File: config.mk
export PLATFORM = sky130hd
export DESIGN_NAME = hazard_ctrl
export DESIGN_NICKNAME = d
export VERILOG_FILES = /design/src/rtl/hazard_ctrl.sv
export SDC_FILE = /design/constraint.sdc
export NUM_CORES = 1
export LEC_CHECK = 0
export ABC_AREA = 1
export CAP_MARGIN = 15
export CORE_AREA = 10 10 48 50
export CTS_CLUSTER_SIZE = 25
export DETAILED_ROUTE_END_ITERATION = 8
export DIE_AREA = 0 0 58 60
export GPL_ROUTABILITY_DRIVEN = 0
export GPL_TIMING_DRIVEN = 0
export PLACE_DENSITY = 0.91
export SYNTH_ARGS = -nofsm -noshare
export SYNTH_HDL_FRONTEND = slang
export SYNTH_SLANG_ARGS = --single-unit
File: constraint.sdc
create_clock -name clk -period 2.4 [get_ports clk]
set_input_delay 0.6 -clock clk [delete_from_list [all_inputs] [get_ports clk]]
set_output_delay 0.6 -clock clk [all_outputs]
set_load 0.02 [all_outputs]
File: src/rtl/hazard_ctrl.sv
// -----------------------------------------------------------------------------
// hazard_ctrl
//
// Sequencing controller for the ID/EX pipeline stage. It watches the decode
// stage and the ID/EX register outputs for three events and converts them into
// write-enable / bubble controls for PC, IF/ID and ID/EX:
//   * load-use hazard   -> one-cycle stall with a single ID/EX bubble
//   * taken branch/jump -> FLUSH_CYCLES cycles of IF/ID flush + ID/EX bubble
//   * data memory busy  -> whole pipe holds until the memory is ready
//
// Parameters
//   FLUSH_CYCLES  number of flush/bubble cycles per taken branch, counting the
//                 detection cycle (legal range 1..15)
//
// Ports
//   clk           clock, state and counters update on the rising edge
//   reset         asynchronous active-high reset
//   id_rs/id_rt   source register fields of the instruction in ID
//   id_uses_rt    ID instruction really reads rt
//   ex_memread    ID/EX holds a load
//   ex_rt         destination register of that load
//   branch_taken  branch/jump resolved taken this cycle
//   mem_busy      data memory not ready, everything must freeze
//   pc_write      PC write enable
//   ifid_write    IF/ID write enable
//   ifid_flush    IF/ID loads a NOP
//   idex_write    ID/EX write enable
//   idex_bubble   ID/EX control inputs forced to zero
//   state_out     current state: 0 RUN, 1 LU_STALL, 2 FLUSH, 3 HOLD
//
// Optional feature (macro HAZARD_CTRL_STATS_EN)
//   stall_cnt     saturating count of load-use bubble cycles
//   flush_cnt     saturating count of branch-caused bubble cycles
//   hold_cnt      saturating count of cycles in which the pipe is held
//
// All controls are combinational from the registered state and the inputs.
// The ID/EX register samples on the falling edge; the inputs of this block
// are registered upstream, so the controls are settled well before then.
// -----------------------------------------------------------------------------
module hazard_ctrl #(
   parameter int unsigned FLUSH_CYCLES = 2
) (
   input  logic       clk,
   input  logic       reset,
   input  logic [4:0] id_rs,
   input  logic [4:0] id_rt,
   input  logic       id_uses_rt,
   input  logic       ex_memread,
   input  logic [4:0] ex_rt,
   input  logic       branch_taken,
   input  logic       mem_busy,
   output logic       pc_write,
   output logic       ifid_write,
   output logic       ifid_flush,
   output logic       idex_write,
   output logic       idex_bubble,
   output logic [1:0] state_out
`ifdef HAZARD_CTRL_STATS_EN
   ,
   output logic [15:0] stall_cnt,
   output logic [15:0] flush_cnt,
   output logic [15:0] hold_cnt
`endif
);

   typedef enum logic [1:0] {
      ST_RUN      = 2'd0,
      ST_LU_STALL = 2'd1,
      ST_FLUSH    = 2'd2,
      ST_HOLD     = 2'd3
   } state_t;

   // Remaining FLUSH-state cycles loaded on a taken branch; the detection
   // cycle itself is the first of the FLUSH_CYCLES bubbles.
   localparam logic [3:0] FLUSH_LOAD  = 4'(FLUSH_CYCLES - 1);
   localparam bit         FLUSH_MULTI = (FLUSH_CYCLES > 1);

   state_t     state_reg;
   state_t     state_next;
   logic [3:0] cnt_reg;
   logic [3:0] cnt_next;
   logic [3:0] cnt_dec;
   logic       lu_hit;

   // Load-use: the load in EX writes a register the ID instruction reads.
   // Register 0 is hard-wired, so a load to r0 never creates a dependency.
   assign lu_hit = ex_memread && (ex_rt != 5'd0) &&
                   ((ex_rt == id_rs) || (id_uses_rt && (ex_rt == id_rt)));

   // Saturating decrement keeps a corrupted zero count from wrapping to 15.
   assign cnt_dec = (cnt_reg == 4'd0) ? 4'd0 : (cnt_reg - 4'd1);

   // --------------------------------------------------------------------------
   // State register
   // --------------------------------------------------------------------------
   always_ff @(posedge clk or posedge reset) begin
      if (reset) begin
         state_reg <= ST_RUN;
         cnt_reg   <= 4'd0;
      end else begin
         state_reg <= state_next;
         cnt_reg   <= cnt_next;
      end
   end

   // --------------------------------------------------------------------------
   // Next state and controls
   // --------------------------------------------------------------------------
   always_comb begin
      pc_write    = 1'b1;
      ifid_write  = 1'b1;
      idex_write  = 1'b1;
      ifid_flush  = 1'b0;
      idex_bubble = 1'b0;
      state_next  = state_reg;
      cnt_next    = cnt_reg;

      case (state_reg)
         ST_RUN, ST_LU_STALL: begin
            if (branch_taken) begin
               // PC keeps writing so it picks up the branch target.
               ifid_flush  = 1'b1;
               idex_bubble = 1'b1;
               if (FLUSH_MULTI) begin
                  state_next = ST_FLUSH;
                  cnt_next   = FLUSH_LOAD;
               end else begin
                  state_next = ST_RUN;
                  cnt_next   = 4'd0;
               end
            end else if (mem_busy) begin
               pc_write   = 1'b0;
               ifid_write = 1'b0;
               idex_write = 1'b0;
               state_next = ST_HOLD;
            end else if (lu_hit && (state_reg == ST_RUN)) begin
               // In LU_STALL the load has already moved on, so a hazard seen
               // there would only be the stale copy and is masked.
               pc_write    = 1'b0;
               ifid_write  = 1'b0;
               idex_bubble = 1'b1;
               state_next  = ST_LU_STALL;
            end else begin
               state_next = ST_RUN;
            end
         end

         ST_FLUSH: begin
            // Anything arriving now comes from the wrong path, so branch_taken
            // and mem_busy are not looked at.
            ifid_flush  = 1'b1;
            idex_bubble = 1'b1;
            cnt_next    = cnt_dec;
            if (cnt_dec == 4'd0) begin
               state_next = ST_RUN;
            end
         end

         ST_HOLD: begin
            // EX is frozen and will re-present any branch after the hold, so
            // branch_taken is ignored here. The first ready cycle resumes
            // with default controls.
            if (mem_busy) begin
               pc_write   = 1'b0;
               ifid_write = 1'b0;
               idex_write = 1'b0;
            end else begin
               state_next = ST_RUN;
            end
         end

         default: begin
            state_next = ST_RUN;
            cnt_next   = 4'd0;
         end
      endcase
   end

   assign state_out = state_reg;

`ifdef HAZARD_CTRL_STATS_EN
   // --------------------------------------------------------------------------
   // Statistics. Events are recovered from the controls themselves:
   //   branch bubble : bubble together with an IF/ID flush
   //   load-use      : bubble without a flush
   //   hold          : only a hold ever drops idex_write
   // --------------------------------------------------------------------------
   logic [2:0] stat_inc;

   assign stat_inc[0] = idex_bubble & ~ifid_flush;
   assign stat_inc[1] = idex_bubble &  ifid_flush;
   assign stat_inc[2] = ~idex_write;

   for (genvar gi = 0; gi < 3; gi++) begin : g_stat
      logic [15:0] stat_reg;

      always_ff @(posedge clk or posedge reset) begin
         if (reset) begin
            stat_reg <= 16'd0;
         end else if (stat_inc[gi] && (stat_reg != 16'hFFFF)) begin
            stat_reg <= stat_reg + 16'd1;
         end
      end
   end

   assign stall_cnt = g_stat[0].stat_reg;
   assign flush_cnt = g_stat[1].stat_reg;
   assign hold_cnt  = g_stat[2].stat_reg;
`endif

endmodule
* Word-level counts from Yosys, hierarchy flattened *
Cells that the tools add are included.

operators by class
  mux-type cells = 22
  equal/unequal tests = 8
  reductions and logical operators = 13
  add/sub/neg operators = 1

operators by type and width
  cell                 count
  $eq 5x5->1           2
  $mux 1               10
  $logic_not 4->1      2
  $mux 2               4
  $mux 4               2
  $pmux 1 s2           4
  $pmux 4 s2           1
  $ne 2x2->1 const B   3
  $pmux 2 s3           1
  $reduce_bool 5->1    1
  $eq 2x2->1 const B   2
  $logic_and 1x1->1    4
  $reduce_and 2->1     2
  $sub 4x1->4 const B  1
  $eq 2x1->1 const B   1
  $logic_not 2->1      1
  $reduce_bool 2->1    1
  $reduce_or 2->1      1
  $logic_or 1x1->1     1

storage, ports and cells
  bits of input ports = 21
  logic and storage cells = 46
  output and inout port bits = 7
  register bits after elaboration = 6

* Longest topological paths before layout *
Gate-level depths: netlist of the first run.

  depth in word-level cells = 9
  gate-level depth with buffers = 10
  mapped depth without buffers = 9

* Least setup slack after synthesis of the first run *
No wires, ideal clock.

  kind = input-to-output
  start point = in branch_taken
  end point = out pc_write
  buffers on the path = 1
  required time = 1.800 ns
  setup slack = 0.217 ns
  stages = 7
  arrival time = 1.583 ns
  cells stage by stage = nor2_1 -> a21oi_2 -> inv_2 -> nand2_2 -> nand2_1 -> inv_1 -> buf_4

between the ends
  longest elaborated chain between the ends = 2

RTL lines
  item                RTL line  RTL
  start: declaration  50        input logic branch_taken,
  $mux 1              -
  $pmux 1 s2          -
  end: declaration    52        output logic pc_write,

No other way between the ends.

* Worst setup path in the final report of the first run *
  start point = in ex_rt[3]
  end point = out pc_write

between the ends
  longest elaborated chain between the ends = 9
  elaborated cells between the ends (all ways) = 12
  those cells by class = eq/ne (2); mux (4); reduce/logical (6)

RTL lines
  item                 RTL line  RTL
  start: declaration   49        input logic [4:0] ex_rt,
  $eq 5x5->1           88        ((ex_rt == id_rs) || (id_uses_rt && (ex_rt == id_rt)));
  $logic_and 1x1->1    88
  $logic_or 1x1->1     88
  $logic_and 1x1->1 *  87        assign lu_hit = ex_memread && (ex_rt != 5'd0) &&
  $logic_and 1x1->1 *  136       end else if (lu_hit && (state_reg == ST_RUN)) begin
  $mux 1 *             136
  $mux 1 *             131       end else if (mem_busy) begin
  $mux 1 *             120       if (branch_taken) begin
  $pmux 1 s2 *         118       case (state_reg)

Every way passes the cells marked *; elsewhere a longest branch is shown, timed or not.

==> results of run 1 <==
through the flow:
stage	hold WS [ns]	setup slack, ns
after floorplan	0.391	0.217
after global placement	0.569	-0.611
after detailed placement	0.593	-0.655
after CTS	0.573	-0.113
after global routing	0.602	-0.00778
final	0.571	0.0961
per-layer routing:
layer / global-route usage / share of wire
met5: 0 / 0
met4: 0.0302 / 0
met3: 0.0275 / 0.070
met2: 0.172 / 0.53
met1: 0.111 / 0.40
cell families after synthesis:
family	Yosys count	share of synthesized area
adder cells (fa/ha/maj)	1	0.0218
XOR/XNOR	1	0.0153
flip-flops	6	0.262
AO/OA/AOI/OAI	8	0.0808
AND/OR/NAND/NOR	61	0.456
buffers and inverters	24	0.164
Yosys cell counts:
| cell type | instances | area, µm² |
|---|---|---|
| nor2_4 | 1 | 11.3 |
| nand3b_1 | 1 | 7.51 |
| o21ai_0 | 6 | 30.0 |
| ha_1 | 1 | 12.5 |
| inv_2 | 2 | 7.51 |
| nor2_1 | 12 | 45.0 |
| xnor2_1 | 1 | 8.76 |
| nand2_2 | 2 | 12.5 |
| a21oi_2 | 1 | 8.76 |
| or2_1 | 1 | 6.26 |
| nand4_1 | 1 | 6.26 |
| nand3_1 | 9 | 45.0 |
| a22oi_1 | 1 | 7.51 |
| buf_4 | 1 | 7.51 |
| inv_1 | 21 | 78.8 |
| dfrtp_1 | 6 | 150 |
| nand2_1 | 34 | 128 |
critical path, cell delays in order:
cell and delay [ns]:
clkdlybuf4s15_1 0.23, inv_2 0.06, nand2_1 0.06, nand2_1 0.05, nor2_1 0.09, nand3_1 0.10, nand2_2 0.08, nand3_2 0.06
nand2_2 0.08, inv_2 0.04, buf_4 0.12, buf_6 0.12
worst max path at each step:
stage                     endpoint  slack [ns]  depth (start not counted)
after global routing      pc_write      -0.008                         12
after CTS                 pc_write       -0.11                         12
final                     pc_write         0.1                         12
after floorplan           pc_write        0.22                          7
after detailed placement  pc_write       -0.66                         12
after global placement    pc_write       -0.61                         12
where the power goes:
group / switching [mW] / internal, mW
Combinational: 0.253 / 0.190
Sequential: 0.0339 / 0.142
Clock: 0.0289 / 0.0561
layout make-up:
| type | count | area, µm² |
|---|---|---|
| clock buffer | 3 | 22.5 |
| inverter | 23 | 86.3 |
| fill | 137 | 528 |
| buffer | 1 | 7.51 |
| multi-input combinational | 71 | 354 |
| tap | 16 | 20.0 |
| timing repair buffer | 29 | 268 |
| sequential | 6 | 150 |
what timing repair did:
item                                   4_1_cts  5_1_grt
setup buffers                                0        2
gates resized for setup                     34       24
pin swaps                                    6       10
endpoints found under the hold margin        0        0
setup endpoints to repair                    5        4
==> results.cfg, run 1 <==
[clock_network]
htree_levels = 1
holdBufCountCts = 0
cts.sinks = 6
cts_buffers = 3
clk_latency_ns = 0.23
clk_path_buf_depth = 2
cts-root-buf = clkbuf_4
clkTransAtPathRegs_ns = 0.04
cts_tree = yes

[global_route]
grtUsageTotal = 0.0977
antenna_found_initial = 0
grt_pass1_vias = 640
grt_start_max_net_pins = 7
grt-ovfl-total = 0
grt_pass1_wl_mm = 2.79

[layout]
finalInstanceArea_um2 = 908
layout_commonest_cell = nand2_1
synthToLayoutAreaGrowth_pct = 58.5
largest_reg_flops = 4
layout.core_utilization = 0.632
final_layout_size_suffix_gt1_frac = 0.233
antenna_cells = 0
nNetsFinal = 157
mostFrequentLayoutCells = nand2_1, inv_1, nor2_1
stdcell_count = 149

[pwr]
p_leak_nw = 0.555
total_power_uw = 704
p_per_area_nw_per_um2 = 775
ir_drop_v = 0.000519

[detailed_routing]
drtIter0Drc = 15
wire_per_inst_um = 11.0
wirelength_mm = 1.64
vias = 694
via_per_inst = 4.66
detail-route-antenna-nets = 0
drt-pass1-iter-count = 4
drc = 0

[synthesis]
syn-num-nets = 123
ys_ff_latch = 6
yosys_warnings = 0
syn_area_per_cell_um2 = 5.67
netlist_instances = 101
netlist_area_um2 = 573
synth-seq-area-share = 0.262
synth_cell_types = 17

[timing]
worst_pin_slew_ns = 0.253
max_slew_margin = 0.832
setup_tns_ns = 0
finalHoldViolCount = 0
skew_ns = 0.00226
period_share = 0.960
setup-violations-final = 0
maxSlewViolCount = 0
post-route-min-period_ns = 2.30
max_freq_mhz = 434

[setup_path]
r2r-end = state_out[1]
critPathArrivalTime_ns = 1.70
cp-start-kind = input port
worstSetupPathType = input port to output port
r2r_start = cnt_reg[0]
ff2ff_setup_slack_ns = 1.09
required_ns = 1.80
critPathMaxFanout = 3
endpoint_kind = output port
startpoint = ex_rt[3]
rr_worst_depth = 8

[placement]
io_buffers = 27
dp.cells = 144
placed_cell_area_um2 = 863
hpwlAfterDp_mm = 1.39

[floorplanning]
die-area_um2 = 3480
die_width_um = 58
initial_core_util = 0.399
ioPinCount = 28
core_area_um2 = 1440
core.rowCount = 14
die_h_um = 60

[hold_path]
min_path_type = input port to async pin

[job]
max_cap_viol_count = 0

[status]
outcome = finished, final reports clean
Power figures use the tool's default switching activity.
==> inputs of run 2 (changes only) <==
--- a/config.mk
+++ b/config.mk
@@ -13,6 +13,7 @@
 export DIE_AREA = 0 0 58 60
 export GPL_ROUTABILITY_DRIVEN = 0
 export GPL_TIMING_DRIVEN = 0
+export HOLD_SLACK_MARGIN = 0.06
 export PLACE_DENSITY = 0.91
 export SYNTH_ARGS = -nofsm -noshare
 export SYNTH_HDL_FRONTEND = slang
==> constraint.sdc (replaced) <==
create_clock -name clk -period 2.8 [get_ports clk]
set_input_delay 0.7 -clock clk [delete_from_list [all_inputs] [get_ports clk]]
set_output_delay 0.7 -clock clk [all_outputs]
set_load 0.02 [all_outputs]
==> results.cfg, run 2 (synthesized netlist as in run 1, its figures left out) <==
[status]
outcome = finished, final reports clean

[clock_network]
cts.sinks = 6
clkTransAtPathRegs_ns = 0.04
cts_setup_buffers = 0
holdBufCountCts = 0
cts-root-buf = clkbuf_4
htree_levels = 1
clk_latency_ns = 0.23
cts_buffers = 3
cts_tree = yes
clk_path_buf_depth = 2

[setup_path]
critPathBufInv = 3
cp-start-kind = input port
required_ns = 2.10
worst_path_largest_cell_delay_ns = 0.47
critPathArrivalTime_ns = 1.95
critPathMaxFanout = 5
rr_worst_depth = 8
ff2ff_setup_slack_ns = 1.49
cp_slowest_cell = clkdlybuf4s50_1
endpoint_kind = output port
r2r-end = state_out[1]
crit_chain = clkdlybuf4s50_1 -> nor2_1 -> a21oi_2 -> inv_2 -> nand2_2 -> dlygate4sd2_1
worstSetupPathType = input port to output port
r2r_start = cnt_reg[0]
crit_family = buffers and inverters

[floorplanning]
initial_core_util = 0.399
core.rowCount = 14
die_h_um = 60
ioPinCount = 28
die-area_um2 = 3480
core_area_um2 = 1440
die_width_um = 58

[detailed_routing]
vias = 706
drt-pass1-iter-count = 4
drc = 0
wire_per_inst_um = 11.7
drtIter0Drc = 13
via_per_inst = 4.80
detail-route-antenna-nets = 0
wirelength_mm = 1.72

[timing]
period_share = 0.946
post-route-min-period_ns = 2.65
max_slew_margin = 0.844
maxSlewViolCount = 0
worst_pin_slew_ns = 0.234
grt_setup_unrepaired = false
skew_ns = 0.00229
max_freq_mhz = 378
setup-violations-final = 0
finalHoldViolCount = 0

[global_route]
grt_pass1_vias = 641
grt-ovfl-total = 0
grt_start_max_net_pins = 7
grtUsageTotal = 0.0969
grt_pass1_wl_mm = 2.77
antenna_found_initial = 0

[placement]
io_buffers = 27
placed_cell_area_um2 = 863
dp.cells = 144
hpwlAfterDp_mm = 1.39

[hold_path]
min_path_type = flip-flop to flip-flop
whs_endpoint = cnt_reg[2]
hold_path_depth = 2
hp-start = cnt_reg[2]

[layout]
largest_reg_flops = 4
layout_commonest_cell = nand2_1
layout.core_utilization = 0.653
antenna_cells = 0
finalInstanceArea_um2 = 938
nNetsFinal = 155
mostFrequentLayoutCells = nand2_1, inv_1, dlymetal6s2s_1
fill_cells = 120
synthToLayoutAreaGrowth_pct = 63.8
stdcell_count = 147
final_layout_size_suffix_gt1_frac = 0.160

[job]
max_cap_viol_count = 0

[pwr]
ir_drop_v = 0.000446
p_leak_nw = 0.615
p_per_area_nw_per_um2 = 629
run 2: cell types whose count changed in the layout (fill, tap and decap cells not counted), sizes merged:
| cell | delta |
|---|---|
| buf | -3 |
| clkbuf | -4 |
| clkdlybuf4s15 | -2 |
| clkdlybuf4s50 | +3 |
| dlygate4sd2 | -5 |
| dlymetal6s2s | +9 |
run 2: power breakdown:
| part | internal [mW] | switching [mW] | total, mW |
|---|---|---|---|
| clock | 0.0481 | 0.0248 | 0.0729 |
| combinational | 0.153 | 0.215 | 0.368 |
| sequential | 0.122 | 0.0277 | 0.150 |
run 2: final cells by class:
cell class	instances	area, µm²	share of cell area
flip-flops and latches	6	150	0.160
clock buffers	3	22.5	0.0240
plain buffers	1	7.51	0.00800
well taps	16	20.0	0.0213
inverters	23	86.3	0.0920
multi-input cells	71	352	0.375
repair buffers	27	300	0.320
run 2: worst max-delay path by stage:
stage | startpoint | to | slack [ns] | depth (start not counted)
5_1_grt | branch_taken | pc_write | 0.05 | 9
2_1_floorplan | branch_taken | pc_write | 0.42 | 7
3_3_place_gp | ex_rt[0] | pc_write | -0.41 | 12
4_1_cts | ex_rt[4] | pc_write | -0.08 | 12
3_5_place_dp | ex_rt[4] | pc_write | -0.46 | 12
6_report | branch_taken | idex_write | 0.15 | 6
run 2: timing repair:
action,CTS,global route
cloned,0,0
endpoints found under the setup margin,5,3
gates resized for setup,13,24
pin swaps,0,8
run 2: per-stage QoR:
stage | worst slack (ns) | total power [mW] | hold slack (ns) | setup TNS, ns
3_3_place_gp | -0.411 | 0.508 | 0.569 | -1.08
4_1_cts | -0.0772 | 0.587 | 0.602 | -0.0772
5_1_grt | 0.0539 | 0.647 | 0.662 | 0
3_5_place_dp | -0.455 | 0.524 | 0.593 | -1.22
6_report | 0.152 | 0.590 | 0.591 | 0
2_1_floorplan | 0.417 | 0.385 | 0.491 | 0
run 2: metal layers:
| layer | routed length (µm) | global-route usage | vias to the layer above |
|---|---|---|---|
| met3 | 129 | 0.0191 | 0 |
| met1 | 655 | 0.113 | 316 |
| met5 | 0 | 0 | - |
| met2 | 936 | 0.172 | 28 |
| li1 | - | - | 362 |
| met4 | 0 | 0.0302 | 0 |
run 2: worst register-to-register path: cells and delay by family (launching register included):
family,cells,cell delay (ns)
adders and majority gates,1,0.19
buffers and inverters,1,0.11
and+or+nand+nor,6,0.51
DFF,1,0.37
==> inputs of run 3 (changes only) <==
--- a/config.mk
+++ b/config.mk
@@ -6,7 +6,7 @@
 export NUM_CORES = 1
 export LEC_CHECK = 0
 export ABC_AREA = 1
-export CAP_MARGIN = 15
+export CAP_MARGIN = 5
 export CORE_AREA = 10 10 48 50
 export CTS_CLUSTER_SIZE = 25
 export DETAILED_ROUTE_END_ITERATION = 8
==> results of run 3 <==
Same layout as run 2: the final DEF is identical, and so are final timing and power.
